**src/rtl/fp_classify_pipe.sv**
```systemverilog
// Multi-lane pipelined FCLASS unit: one-hot 10-bit class per lane, NaN summary flags,
// valid/ready handshake with full backpressure and a configurable number of register stages.

package fp_pkg;
  typedef enum logic [1:0] {
    FP32 = 2'd0,
    FP64 = 2'd1,
    FP16 = 2'd2,
    BF16 = 2'd3
  } fp_format_e;

  function automatic int exp_width(input fp_format_e fmt);
    case (fmt)
      FP32:    return 32'sd8;
      FP64:    return 32'sd11;
      FP16:    return 32'sd5;
      BF16:    return 32'sd8;
      default: return 32'sd8;
    endcase
  endfunction

  function automatic int mant_width(input fp_format_e fmt);
    case (fmt)
      FP32:    return 32'sd23;
      FP64:    return 32'sd52;
      FP16:    return 32'sd10;
      BF16:    return 32'sd7;
      default: return 32'sd23;
    endcase
  endfunction

  function automatic int fp_width(input fp_format_e fmt);
    return 32'sd1 + exp_width(fmt) + mant_width(fmt);
  endfunction
endpackage

module fp_classify_pipe
  import fp_pkg::*;
#(
  parameter fp_format_e FP_FORMAT   = FP32,
  parameter int         LANES       = 4,
  parameter int         PIPE_STAGES = 2,
  parameter int         TAG_WIDTH   = 4,
  localparam int        FP_WIDTH    = fp_width(FP_FORMAT),
  localparam int        EXP_WIDTH   = exp_width(FP_FORMAT),
  localparam int        MANT_WIDTH  = mant_width(FP_FORMAT)
) (
  input  logic                      clk_i,
  input  logic                      reset_i,
  input  logic                      in_valid_i,
  output logic                      in_ready_o,
  input  logic [LANES*FP_WIDTH-1:0] a_i,
  input  logic [LANES-1:0]          lane_en_i,
  input  logic [TAG_WIDTH-1:0]      tag_i,
  output logic                      out_valid_o,
  input  logic                      out_ready_i,
  output logic [LANES*10-1:0]       class_o,
  output logic                      any_nan_o,
  output logic                      any_snan_o,
  output logic [TAG_WIDTH-1:0]      tag_o
);

  localparam int CW = LANES * 10;

  logic [CW-1:0]          class_s;
  logic                   any_nan_s;
  logic                   any_snan_s;
  logic [PIPE_STAGES-1:0] ready_s;
  logic [PIPE_STAGES-1:0] ld_valid_s;
  logic [PIPE_STAGES-1:0] ld_nan_s;
  logic [PIPE_STAGES-1:0] ld_snan_s;
  logic [CW-1:0]          ld_class_s [PIPE_STAGES];
  logic [TAG_WIDTH-1:0]   ld_tag_s   [PIPE_STAGES];

  logic [PIPE_STAGES-1:0] valid_r;
  logic [PIPE_STAGES-1:0] nan_r;
  logic [PIPE_STAGES-1:0] snan_r;
  logic [CW-1:0]          class_r [PIPE_STAGES];
  logic [TAG_WIDTH-1:0]   tag_r   [PIPE_STAGES];

  function automatic logic [9:0] classify(input logic [FP_WIDTH-1:0] x);
    logic                  sign_v;
    logic [EXP_WIDTH-1:0]  exp_v;
    logic [MANT_WIDTH-1:0] mant_v;
    logic [9:0]            c_v;
    sign_v = x[FP_WIDTH-1];
    exp_v  = x[FP_WIDTH-2 -: EXP_WIDTH];
    mant_v = x[MANT_WIDTH-1:0];
    if (&exp_v) begin
      // NaN sign is irrelevant; mantissa MSB separates quiet from signalling
      if (mant_v == '0) begin
        c_v = sign_v ? 10'h001 : 10'h080;
      end else if (mant_v[MANT_WIDTH-1]) begin
        c_v = 10'h200;
      end else begin
        c_v = 10'h100;
      end
    end else if (exp_v == '0) begin
      if (mant_v == '0) begin
        c_v = sign_v ? 10'h008 : 10'h010;
      end else begin
        c_v = sign_v ? 10'h004 : 10'h020;
      end
    end else begin
      c_v = sign_v ? 10'h002 : 10'h040;
    end
    return c_v;
  endfunction

  // Per-lane classification and NaN flag reduction ahead of stage 0
  always_comb begin
    class_s    = '0;
    any_nan_s  = 1'b0;
    any_snan_s = 1'b0;
    for (int k = 0; k < LANES; k++) begin
      if (lane_en_i[k]) begin
        class_s[k*10 +: 10] = classify(a_i[k*FP_WIDTH +: FP_WIDTH]);
      end else begin
        class_s[k*10 +: 10] = 10'h000;
      end
      any_nan_s  = any_nan_s | class_s[k*10 + 8] | class_s[k*10 + 9];
      any_snan_s = any_snan_s | class_s[k*10 + 8];
    end
  end

  // Stage k may load if any stage from k to the output is empty or the sink accepts
  always_comb begin
    ready_s = '0;
    for (int k = 0; k < PIPE_STAGES; k++) begin
      ready_s[k] = out_ready_i;
      for (int j = k; j < PIPE_STAGES; j++) begin
        ready_s[k] = ready_s[k] | ~valid_r[j];
      end
    end
  end

  // Load candidates for each stage: fresh classification for stage 0, predecessor otherwise
  always_comb begin
    ld_valid_s    = '0;
    ld_nan_s      = '0;
    ld_snan_s     = '0;
    ld_valid_s[0] = in_valid_i;
    ld_nan_s[0]   = any_nan_s;
    ld_snan_s[0]  = any_snan_s;
    ld_class_s[0] = class_s;
    ld_tag_s[0]   = tag_i;
    for (int k = 1; k < PIPE_STAGES; k++) begin
      ld_valid_s[k] = valid_r[k-1];
      ld_nan_s[k]   = nan_r[k-1];
      ld_snan_s[k]  = snan_r[k-1];
      ld_class_s[k] = class_r[k-1];
      ld_tag_s[k]   = tag_r[k-1];
    end
  end

  // Pipeline registers; payload only moves on a stage accept
  always_ff @(posedge clk_i) begin
    if (reset_i) begin
      valid_r <= '0;
      nan_r   <= '0;
      snan_r  <= '0;
      for (int k = 0; k < PIPE_STAGES; k++) begin
        class_r[k] <= '0;
        tag_r[k]   <= '0;
      end
    end else begin
      for (int k = 0; k < PIPE_STAGES; k++) begin
        if (ready_s[k]) begin
          valid_r[k] <= ld_valid_s[k];
          if (ld_valid_s[k]) begin
            nan_r[k]   <= ld_nan_s[k];
            snan_r[k]  <= ld_snan_s[k];
            class_r[k] <= ld_class_s[k];
            tag_r[k]   <= ld_tag_s[k];
          end
        end
      end
    end
  end

  assign in_ready_o  = ready_s[0];
  assign out_valid_o = valid_r[PIPE_STAGES-1];
  assign class_o     = class_r[PIPE_STAGES-1];
  assign any_nan_o   = nan_r[PIPE_STAGES-1];
  assign any_snan_o  = snan_r[PIPE_STAGES-1];
  assign tag_o       = tag_r[PIPE_STAGES-1];

endmodule

```
**config.mk**
```make
export PLATFORM = sky130hd
export DESIGN_NAME = fp_classify_pipe
export DESIGN_NICKNAME = d
export VERILOG_FILES = /design/src/rtl/fp_classify_pipe.sv
export SDC_FILE = /design/constraint.sdc
export NUM_CORES = 1
export LEC_CHECK = 0
export CAP_MARGIN = 25
export CORE_ASPECT_RATIO = 1.2
export CORE_MARGIN = 4
export CORE_UTILIZATION = 42
export CTS_CLUSTER_SIZE = 8
export DETAILED_ROUTE_END_ITERATION = 12
export PLACE_DENSITY = 0.8
export SLEW_MARGIN = 0
export SYNTH_ARGS = -nofsm -noshare
export SYNTH_HDL_FRONTEND = slang
export SYNTH_SLANG_ARGS = --single-unit
```
**constraint.sdc**
```tcl
create_clock -name clk_i -period 2.9 [get_ports clk_i]
set_clock_uncertainty 0.2 [all_clocks]
set_input_delay 0.58 -clock clk_i [delete_from_list [all_inputs] [get_ports clk_i]]
set_output_delay 0.58 -clock clk_i [all_outputs]
set_load 0.03 [all_outputs]
```
* Yosys cells after proc, flatten, opt, wreduce, memory -nomap -nowiden
Memories as Yosys holds them, arrays and structs flattened. Index checks and enable logic that the tools add are counted.
Word-level totals: register bits 6, memory bits (writable) 88, output and inout bits 48, memories kept 2
Operators by class: mux-type cells 54, bitwise operators 19, reduce and logical (&&, ||, !) cells 14
Memories:
- class_r | depth 2, width 40, rd ports 2, clocked after memory_dff 0, wr ports 2, line 78 | logic [CW-1:0] class_r [PIPE_STAGES];
- tag_r | depth 2, width 4, rd ports 2, clocked after memory_dff 0, wr ports 2, line 79 | logic [TAG_WIDTH-1:0] tag_r [PIPE_STAGES];
Operators with widths (count):
- 10-bit 2-to-1 mux | 20
- 23-bit zero test | 4
- 40-bit 2-to-1 mux | 2
- 6-bit 2-to-1 mux | 8
- 8-bit zero test | 4
- 8-bit 2-to-1 mux | 4
- 8-bit AND reduction | 4
- 7-bit 2-to-1 mux | 4
- 5-bit 2-to-1 mux | 4
- 1-bit bitwise OR | 17
- 1-bit 2-to-1 mux | 10
- 4-bit 2-to-1 mux | 2
- 2-bit AND reduction | 2
- 1-bit NOT | 2

* Logic depth before layout (Yosys ltp)
Gate-level depths: netlist (run 1).
depth after elaboration 12, gate-level depth with buffers 6

* Least setup slack after synthesis (run 1)
No wires, ideal clock.
kind input to register, start point input out_ready_i, end point memory class_r[0][0] (netlist bit), enable pin, setup time 0.408 ns, data arrival time 2.037 ns, setup slack 0.255 ns, cell stages on the path 4, path buffers 0, path through and3b_4 > inv_2 > nand2_1 > nand2b_1
RTL lines:
- from (decl) | line 56 | input logic out_ready_i,
- to (decl) | line 78

* Worst setup path in the final report (run 1)
start point input out_ready_i, end point output in_ready_o
On the way: cells in the longest elaborated chain, start to end 2
Ends and longest elaborated chain:
- 1-bit bitwise OR (2 in a row) | line 132 | ready_s[k] = ready_s[k] | ~valid_r[j];
- to (decl) | line 51 | output logic in_ready_o,
Every way passes these cells.

==> reports/qor.txt, run 1 <==
outcome = completed
Crit. End Element = output port
Die ar. = 11900 um^2
Synth Area in XOR/XNOR = 0%
final-report max-slew violation count = 0
Int Pwr = 2420 uW
post-route insts no fill = 634
worst path cell trace = clkdlybuf4s50_1 > and3b_4 > inv_2 > clkdlybuf4s50_1
Avg WL per Cell = 15.0 um
setup TNS = 0 ps
GRT overflow = 0
DR iter-0 viols = 114
critical path buffer and inverter count = 3
Net Sw Frac = 23.0%
CP Class = primary input to output port
Reg2Reg Setup Slack = 950 ps
Final Hold Fails = 0
Crit-path slowest cell = clkdlybuf4s50_1
Async SR Flop Fraction = 0%
syn nets = 486
WL final = 9530 um
FP Rows = 40
top post-synthesis cells by area = edfxtp_1 (62%), and2_1 (7.2%), buf_4 (7.0%)
Synth Warn # = 0
CTS tree = built
vias per cell = 4.99
Hold-fix buffers, CTS = 0
Top FF cell, synth = edfxtp_1
Diodes inserted = 0
Critical Path Source = out_ready_i
P_sw = 722 uW
layout cell share with drive strength beyond 1 = 5.91%
initial antenna violation count = 0
GRT Overall Usage = 16.1%
Final Setup Violations = 0
GRT met2 Usage = 30.2%
post-synthesis cell type count = 37
number of synthesized flops with an enable pin = 88
worst-path fanout max = 4
slowest stage delay, CP = 660 ps
Worst VDD drop = 366 uV
Die Width = 100 um
Syn Inst Count = 346
share of the synthesized area in compound gates (AO/OA/AOI/OAI) = 1.75%
CTS sink count = 94
post-CTS resize count = 0
syn avg cell area = 12.4 um^2
hold depth = 2
relative slew slack = 62.9%
RSZ-0062 raised after global routing = false
antenna-violating nets left = 0
Max Fclk = 354 MHz
Final Critical Period = 2820 ps
Most Crowded Layer GR = met2
CP Launch Type = primary input
vias = 3164
GP Congestion = 0.801
logic gate share of total power = 15.6%
Post-Synth Simple-Gate Area = 24.7%
first-pass GRT wire length = 15200 um
post-synthesis mux area share = 0.468%
Die H = 119 um
Worst EP arrival = 2040 ps
r2r startpoint = valid_r[0]$_SDFFE_PP0N_
fillcell total = 741
worst-margin pin slew = 550 ps
Critical Path End = in_ready_o
Residual DRC = 0
H-Tree Level Count = 3
Post CTS Setup Buffer Count = 0
Starting Density = 43.0%
Flop pwr share = 50.4%
PwrDens = 496 nW/um^2
Port Buffers = 187
Detail Placement HPWL = 7700 um
FF+latch count, synth = 94
R2R depth = 5
vias in the first global route = 3248
Final period util = 97.4%
Nets = 644
Cells after DPL = 619
Ports = 188
Clk pwr share = 34.0%
mapped cell area = 4280 um^2
pin count of the biggest net entering global routing = 45
TritonCTS Buffers = 9
met1 Use GR = 17.6%
post-synth top area share = 61.8%
Overall Power = 3140 uW
most frequent CP cell = clkdlybuf4s50_1
CTS clk-pin slew, worst paths = 60 ps
register area share after synthesis = 64.6%
Top Family by Delay on Critical Path = buffers and inverters
area leader, netlist = edfxtp_1
Pre-antenna DRT Iters = 5
Min-Delay Path Class = flip-flop to flip-flop
Max Cap Viol = 0
worst skew pair latency = 330 ps
Core Region = 9960 um^2
maximum buffer depth of the clock tree = 2
largest family of logic cells by synthesized area = simple AND/OR/NAND/NOR gates
Area growth, synth to finish = 48.2%
GR Util met3 = 2.77%
RR Endpoint = class_r[0][35]$_SDFFCE_PP0P_
leakage = 0.00225 uW
CTS root buffer = clkbuf_16
Crit path depth = 4
worst hold margin = 308 ps
critical path required time = 2120 ps
Adder-Cell Fraction of Synth Area = 0%
## worst reg2reg max path, delay by kind of cell (launching register included)
family,cells,cell delay (ps)
AND/OR/NAND/NOR,5,1250
flip-flops,1,340
## sequential cells by signal (all words and copies together), names as in the netlist
name     count
tag_r        8
class_r     80
valid_r      2
nan_r        2
snan_r       2
## cell families (layout without fill, tap and decap cells)
logic type | after synthesis | after routing
simple gates | 184 | 184
flops | 94 | 94
buf+inv | 56 | 218
compound gates | 10 | 10
mux | 2 | 2
## cell type report
class / count / area (um^2) / area share [%]
Multi-Input combinational cell: 196 / 1160 / 18.4
Timing Repair Buffer: 194 / 1950 / 30.8
Inverter: 9 / 33.8 / 0.533
Clock inverter: 6 / 46.3 / 0.730
Sequential cell: 94 / 2760 / 43.6
Clock buffer: 9 / 225 / 3.55
Tap cell: 126 / 158 / 2.49
## per-layer routing
metal | wire length [um] | vias up
li1 | - | 1569
met1 | 3470 | 1464
met2 | 5290 | 118
met3 | 568 | 13
met4 | 202 | 0
met5 | 0 | -
## synthesized netlist by cell type (4+ instances only)
library cell and count:
and2_1 49, and3_1 4, buf_4 40, clkbuf_1 5, dfxtp_1 6, edfxtp_1 88, inv_1 7, nand2_1 14
nand3_1 9, nand4_1 13, nor2_1 28, nor3_1 11, nor3b_1 4, nor4_1 37
## how the worst min path moves through the flow
stage	to	startpoint	slack [ps]
floorplan	nan_r[1]$_SDFFE_PP0P_	nan_r[0]$_SDFFE_PP0P_	260
global placement	snan_r[1]$_SDFFE_PP0P_	snan_r[1]$_SDFFE_PP0P_	280
detailed placement	snan_r[1]$_SDFFE_PP0P_	snan_r[0]$_SDFFE_PP0P_	290
CTS	snan_r[0]$_SDFFE_PP0P_	snan_r[0]$_SDFFE_PP0P_	310
global route	class_r[0][48]$_SDFFCE_PP0P_	class_r[0][8]$_SDFFCE_PP0P_	330
finish	snan_r[0]$_SDFFE_PP0P_	snan_r[0]$_SDFFE_PP0P_	310
## cells in the final DEF (no fill, tap or decap), types with 2 or more instances in the layout
cell,count
and2_1,49
nor3b_1,4
nor4_1,37
buf_12,2
a31oi_1,2
clkdlybuf4s50_1,187
nor2_1,28
clkinvlp_4,2
nand3_1,9
inv_6,3
nor3_1,11
and4_1,2
nand4_1,13
and3_1,4
buf_4,5
clkbuf_16,9
edfxtp_1,88
dfxtp_1,6
inv_1,7
nand2_1,14
nand3b_1,2
inv_2,2
or4_1,2
nand2b_2,2
mux2i_1,2
## stage by stage
| step | instance area (um^2) | setup WS (ps) | utilization [%] |
|---|---|---|---|
| floorplan | 4280 | 255 | - |
| global placement | 6070 | 104 | 60.9 |
| detailed placement | 6070 | 84.0 | 60.9 |
| CTS | 6340 | 73.4 | 63.6 |
| global route | 6340 | 22.7 | 63.6 |
| finish | 6340 | 76.5 | 63.6 |
## power groups by stage
| stage | sequential [uW] | combinational (uW) | clock, uW |
|---|---|---|---|
| detailed placement | 1610 | 492 | 0 |
| global route | 1590 | 519 | 1150 |
| floorplan | 1620 | 210 | 0 |
| finish | 1580 | 489 | 1070 |
| global placement | 1610 | 483 | 0 |
| CTS | 1590 | 494 | 1080 |
No activity file was read; power rests on OpenSTA's default activity.
==> run 2: changes to the inputs <==
--- a/config.mk
+++ b/config.mk
@@ -8,10 +8,10 @@
 export CAP_MARGIN = 25
 export CORE_ASPECT_RATIO = 1.2
 export CORE_MARGIN = 4
-export CORE_UTILIZATION = 42
+export CORE_UTILIZATION = 45
 export CTS_CLUSTER_SIZE = 8
 export DETAILED_ROUTE_END_ITERATION = 12
-export PLACE_DENSITY = 0.8
+export DONT_BUFFER_PORTS = 1
 export SLEW_MARGIN = 0
 export SYNTH_ARGS = -nofsm -noshare
 export SYNTH_HDL_FRONTEND = slang
==> reports/qor.txt, run 2 (same netlist as run 1, synthesis figures left out) <==
Avg WL per Cell = 18.9 um
layout cell share with drive strength beyond 1 = 7.81%
maximum buffer depth of the clock tree = 2
Crit-path slowest cell = dfxtp_1
RSZ-0062 raised after global routing = false
vias = 2483
Final Hold Fails = 0
hold depth = 1
CTS sink count = 94
setup TNS = 0 ps
most common cell after layout, fill and taps aside = edfxtp_1
Max Fclk = 462 MHz
hold path startpoint = reset_i
Reg with most FFs = class_r
Nets = 455
GRT Overall Usage = 14.8%
pin count of the biggest net entering global routing = 45
Final period util = 74.7%
CTS root buffer = clkbuf_8
multi-input logic area = 1160 um^2
R2R depth = 6
Residual DRC = 0
Ports = 188
DP Area = 4160 um^2
outcome = completed
Die ar. = 11100 um^2
Final Cell Area = 4340 um^2
Detail Placement HPWL = 6500 um
post-CTS resize count = 0
Reg2Reg Setup Slack = 730 ps
worst path cell trace = and3b_4 > nor3_4 > buf_4 > buf_4 > nand3_1 > nor4_1
Final Critical Period = 2170 ps
Worst VDD drop = 186 uV
storage element area = 2760 um^2
worst-margin pin slew = 552 ps
CP Class = flip-flop to flip-flop
leakage = 0.00148 uW
CP Launch Type = flip-flop
Top Registers = class_r: 80 flops, tag_r: 8 flops
Max Cap Viol = 0
fillcell total = 823
TritonCTS Buffers = 9
Post CTS Setup Buffer Count = 0
r2r startpoint = valid_r[1]$_SDFFE_PP0N_
Port Buffers = 0
CTS clk-pin slew, worst paths = 80 ps
vias in the first global route = 2444
Min-Delay Path Class = primary input to flip-flop
worst-path fanout max = 40
relative slew slack = 62.8%
Die H = 115 um
Starting Density = 46.6%
antenna-violating nets left = 0
WL final = 8320 um
most frequent CP cell = buf_4
GRT overflow = 0
Die Width = 97.0 um
CTS tree = built
slowest stage delay, CP = 440 ps
RR Endpoint = class_r[0][14]$_SDFFCE_PP0P_
Area growth, synth to finish = 1.43%
Largest register FFs = 80
PwrDens = 595 nW/um^2
Core Region = 9180 um^2
commonest non-fill, non-tap cells in the layout = edfxtp_1 (88), and2_1 (49), nor4_1 (37)
critical path required time = 2870 ps
hold endpoint = nan_r[1]$_SDFFE_PP0P_
vias per cell = 5.64
Hold-fix buffers, CTS = 0
GP Congestion = 0.772
FP Rows = 38
DR iter-0 viols = 60
Worst EP arrival = 2140 ps
Diodes inserted = 0
Crit. End Element = flip-flop
H-Tree Level Count = 3
Overall Power = 2580 uW
Pre-antenna DRT Iters = 4
Final Setup Violations = 0
first-pass GRT wire length = 12600 um
final-report max-slew violation count = 0
Critical Path Source = valid_r[1]$_SDFFE_PP0N_
initial antenna violation count = 0
Final Util = 47.3%
worst skew pair latency = 350 ps
[run 2: cell types whose count changed in the layout (fill, tap and decap cells not counted), moves of 2 or more]
cell	before	now
clkdlybuf4s50_1	187	0
clkbuf_16	9	0
clkbuf_8	0	9
clkinv_1	0	4
inv_6	3	0
clkinvlp_4	2	0
[run 2: layout make-up]
class                      count  share of cell area (%)
clock buffer                   9                    2.85
sequential                    94                    63.7
inverter                       9                   0.779
multi-input combinational    196                    26.8
clock inverter                 7                    1.27
tap                          120                    3.46
timing repair buffer           5                    1.15
[run 2: power by group]
group | leakage, uW | switching [uW] | total (uW) | internal (uW)
sequential | 0.00101 | 114 | 1680 | 1570
combinational | 0.000382 | 65.2 | 103 | 38.2
clock | 0.0000929 | 412 | 796 | 384
[run 2: critical path, delay by kind of cell, from the launching register on]
family,cells,cell delay (ps)
buffers and inverters,2,540
AND/OR/NAND/NOR,4,800
flip-flops,1,440
[run 2: worst max path at each step]
| stage | to | slack (ps) | depth (start not counted) |
|---|---|---|---|
| global placement | class_r[0][14]$_SDFFCE_PP0P_ | 670 | 6 |
| CTS | class_r[0][14]$_SDFFCE_PP0P_ | 680 | 6 |
| finish | class_r[0][14]$_SDFFCE_PP0P_ | 730 | 6 |
| detailed placement | class_r[0][14]$_SDFFCE_PP0P_ | 600 | 6 |
| global route | class_r[0][11]$_SDFFCE_PP0P_ | 490 | 6 |
| floorplan | class_r[0][0]$_SDFFCE_PN0P_ | 250 | 4 |
[run 2: per-stage QoR]
step | setup slack (ps) | hold WS, ps | instances
finish | 734 | 87.1 | 440
CTS | 681 | 63.2 | 440
global placement | 672 | 294 | 424
detailed placement | 599 | 302 | 424
floorplan | 255 | 261 | 346
global route | 486 | 64.4 | 440
[run 2: routing by layer]
layer  track usage [%]  part of all wire (%)
met3              3.94                   9.0
met2              24.3                    49
met1              17.9                    39
met5                 0                     0
met4              8.52                   2.6
==> run 3: changes to the inputs <==
==> constraint.sdc (replaced) <==
create_clock -name clk_i -period 1.9 [get_ports clk_i]
set_clock_uncertainty 0.2 [all_clocks]
set_input_delay 0.38 -clock clk_i [delete_from_list [all_inputs] [get_ports clk_i]]
set_output_delay 0.38 -clock clk_i [all_outputs]
set_load 0.03 [all_outputs]
==> reports/qor.txt, run 3 (same netlist as run 1, synthesis figures left out) <==
outcome = completed
Max Fclk = 547 MHz
vias = 2567
setup TNS = 0 ps
vias in the first global route = 2579
maximum buffer depth of the clock tree = 2
CP Launch Type = flip-flop
TritonCTS Buffers = 9
Nets = 477
Reg with most FFs = class_r
first-pass GRT wire length = 13000 um
RR Endpoint = class_r[0][32]$_SDFFCE_PP0P_
r2r startpoint = valid_r[0]$_SDFFE_PP0N_
commonest non-fill, non-tap cells in the layout = edfxtp_1 (88), and2_1 (49), nor4_1 (34)
Worst VDD drop = 319 uV
worst-path fanout max = 4
CTS sink count = 94
Top Registers = class_r: 80 flops, tag_r: 8 flops
Critical Path End = in_ready_o
Die ar. = 11100 um^2
worst skew pair latency = 360 ps
CTS tree = built
pin count of the biggest net entering global routing = 45
Final Critical Period = 1830 ps
Net Sw Frac = 22.5%
CTS clk-pin slew, worst paths = 80 ps
Critical Path Source = valid_r[0]$_SDFFE_PP0N_
Final Setup Violations = 0
Overall Power = 4140 uW
Flop pwr share = 61.8%
RSZ-0062 raised after global routing = true
logic gate share of total power = 5.1%
Starting Density = 46.6%
GRT overflow = 0
Ports = 188
relative slew slack = 68.7%
Die Width = 97.0 um
worst-margin pin slew = 466 ps
layout cell share with drive strength beyond 1 = 14.6%
Reg2Reg Setup Slack = 80 ps
critical path required time = 1320 ps
Largest register FFs = 80
Int Pwr = 3210 uW
Crit. End Element = output port
Core Region = 9180 um^2
GP Congestion = 0.775
FP Rows = 38
WL final = 8700 um
Final period util = 96.2%
Min-Delay Path Class = primary input to flip-flop
DR iter-0 viols = 54
CTS root buffer = clkbuf_8
Residual DRC = 0
vias per cell = 5.56
R2R depth = 5
PwrDens = 890 nW/um^2
CP Class = flip-flop to output port
Pre-antenna DRT Iters = 4
most common cell after layout, fill and taps aside = edfxtp_1
Die H = 115 um
Detail Placement HPWL = 6480 um
initial antenna violation count = 0
Post CTS Setup Buffer Count = 0
final-report max-slew violation count = 0
Avg WL per Cell = 18.8 um
Area growth, synth to finish = 8.83%
GRT Overall Usage = 15.3%
DP Area = 4270 um^2
Port Buffers = 0
Clk pwr share = 33.1%
P_sw = 934 uW
H-Tree Level Count = 3
Final Worst Setup Slack = 72.5 ps
Worst EP arrival = 1250 ps
Max Cap Viol = 0
Diodes inserted = 0
pre-CTS WS = -59.2 ps
Final Cell Area = 4660 um^2
antenna-violating nets left = 0
Final Hold Fails = 0
leakage = 0.00163 uW
-- run 3: repair_timing --
item / in CTS / in global routing
hold endpoints to repair: 20 / 3
gates resized for setup: 2 / 15
setup endpoints to repair: 2 / 17
hold buffers: 8 / 2
pin swaps: 0 / 1
-- run 3: power groups by stage --
stage	combinational, uW	clock (uW)	sequential [uW]
4_1_cts	208	1410	2560
5_1_grt	239	1500	2570
2_1_floorplan	326	0	2470
3_3_place_gp	183	0	2610
3_5_place_dp	188	0	2610
6_report	213	1370	2560
-- run 3: cell type report --
cell class / instances / area [um^2]
clock inverter: 6 / 76.3
sequential: 94 / 2760
fill: 807 / 4520
clock buffer: 10 / 128
timing repair buffer: 27 / 260
tap: 120 / 150
inverter: 9 / 33.8
multi-input combinational: 196 / 1240
-- run 3: routing by layer --
metal	vias up	track usage [%]	routed length, um
met2	146	26.1	4510
met5	-	0	0
met1	1178	18.5	3290
li1	1234	-	-
met3	9	3.28	748
met4	0	7.87	158
-- run 3: worst min path at each step --
stage | startpoint | endpoint | slack, ps | depth (start not counted)
2_1_floorplan | nan_r[0]$_SDFFE_PP0P_ | nan_r[1]$_SDFFE_PP0P_ | 260 | 2
6_report | out_ready_i | valid_r[1]$_SDFFE_PP0N_ | 20 | 3
4_1_cts | a_i[31] | class_r[0][5]$_SDFFCE_PP0P_ | 0.05 | 1
3_3_place_gp | reset_i | snan_r[0]$_SDFFE_PP0P_ | 250 | 1
5_1_grt | tag_i[3] | tag_r[0][3]$_SDFFCE_PP0P_ | 7 | 1
3_5_place_dp | reset_i | nan_r[1]$_SDFFE_PP0P_ | 260 | 1
-- run 3: critical path, cell delays in order (launching register included) --
cell and delay, ps:
dfxtp_2 360, and3b_4 230, buf_4 120, inv_2 30
buf_4 160
-- run 3: stage by stage --
stage / hold WS [ps] / utilization, % / std cells
after global routing: 7.49 / 50.7 / 462
after floorplan: 261 / - / 346
final: 16.7 / 50.7 / 462
after CTS: 0.0532 / 49.8 / 460
after detailed placement: 256 / 46.6 / 436
after global placement: 253 / 46.6 / 436
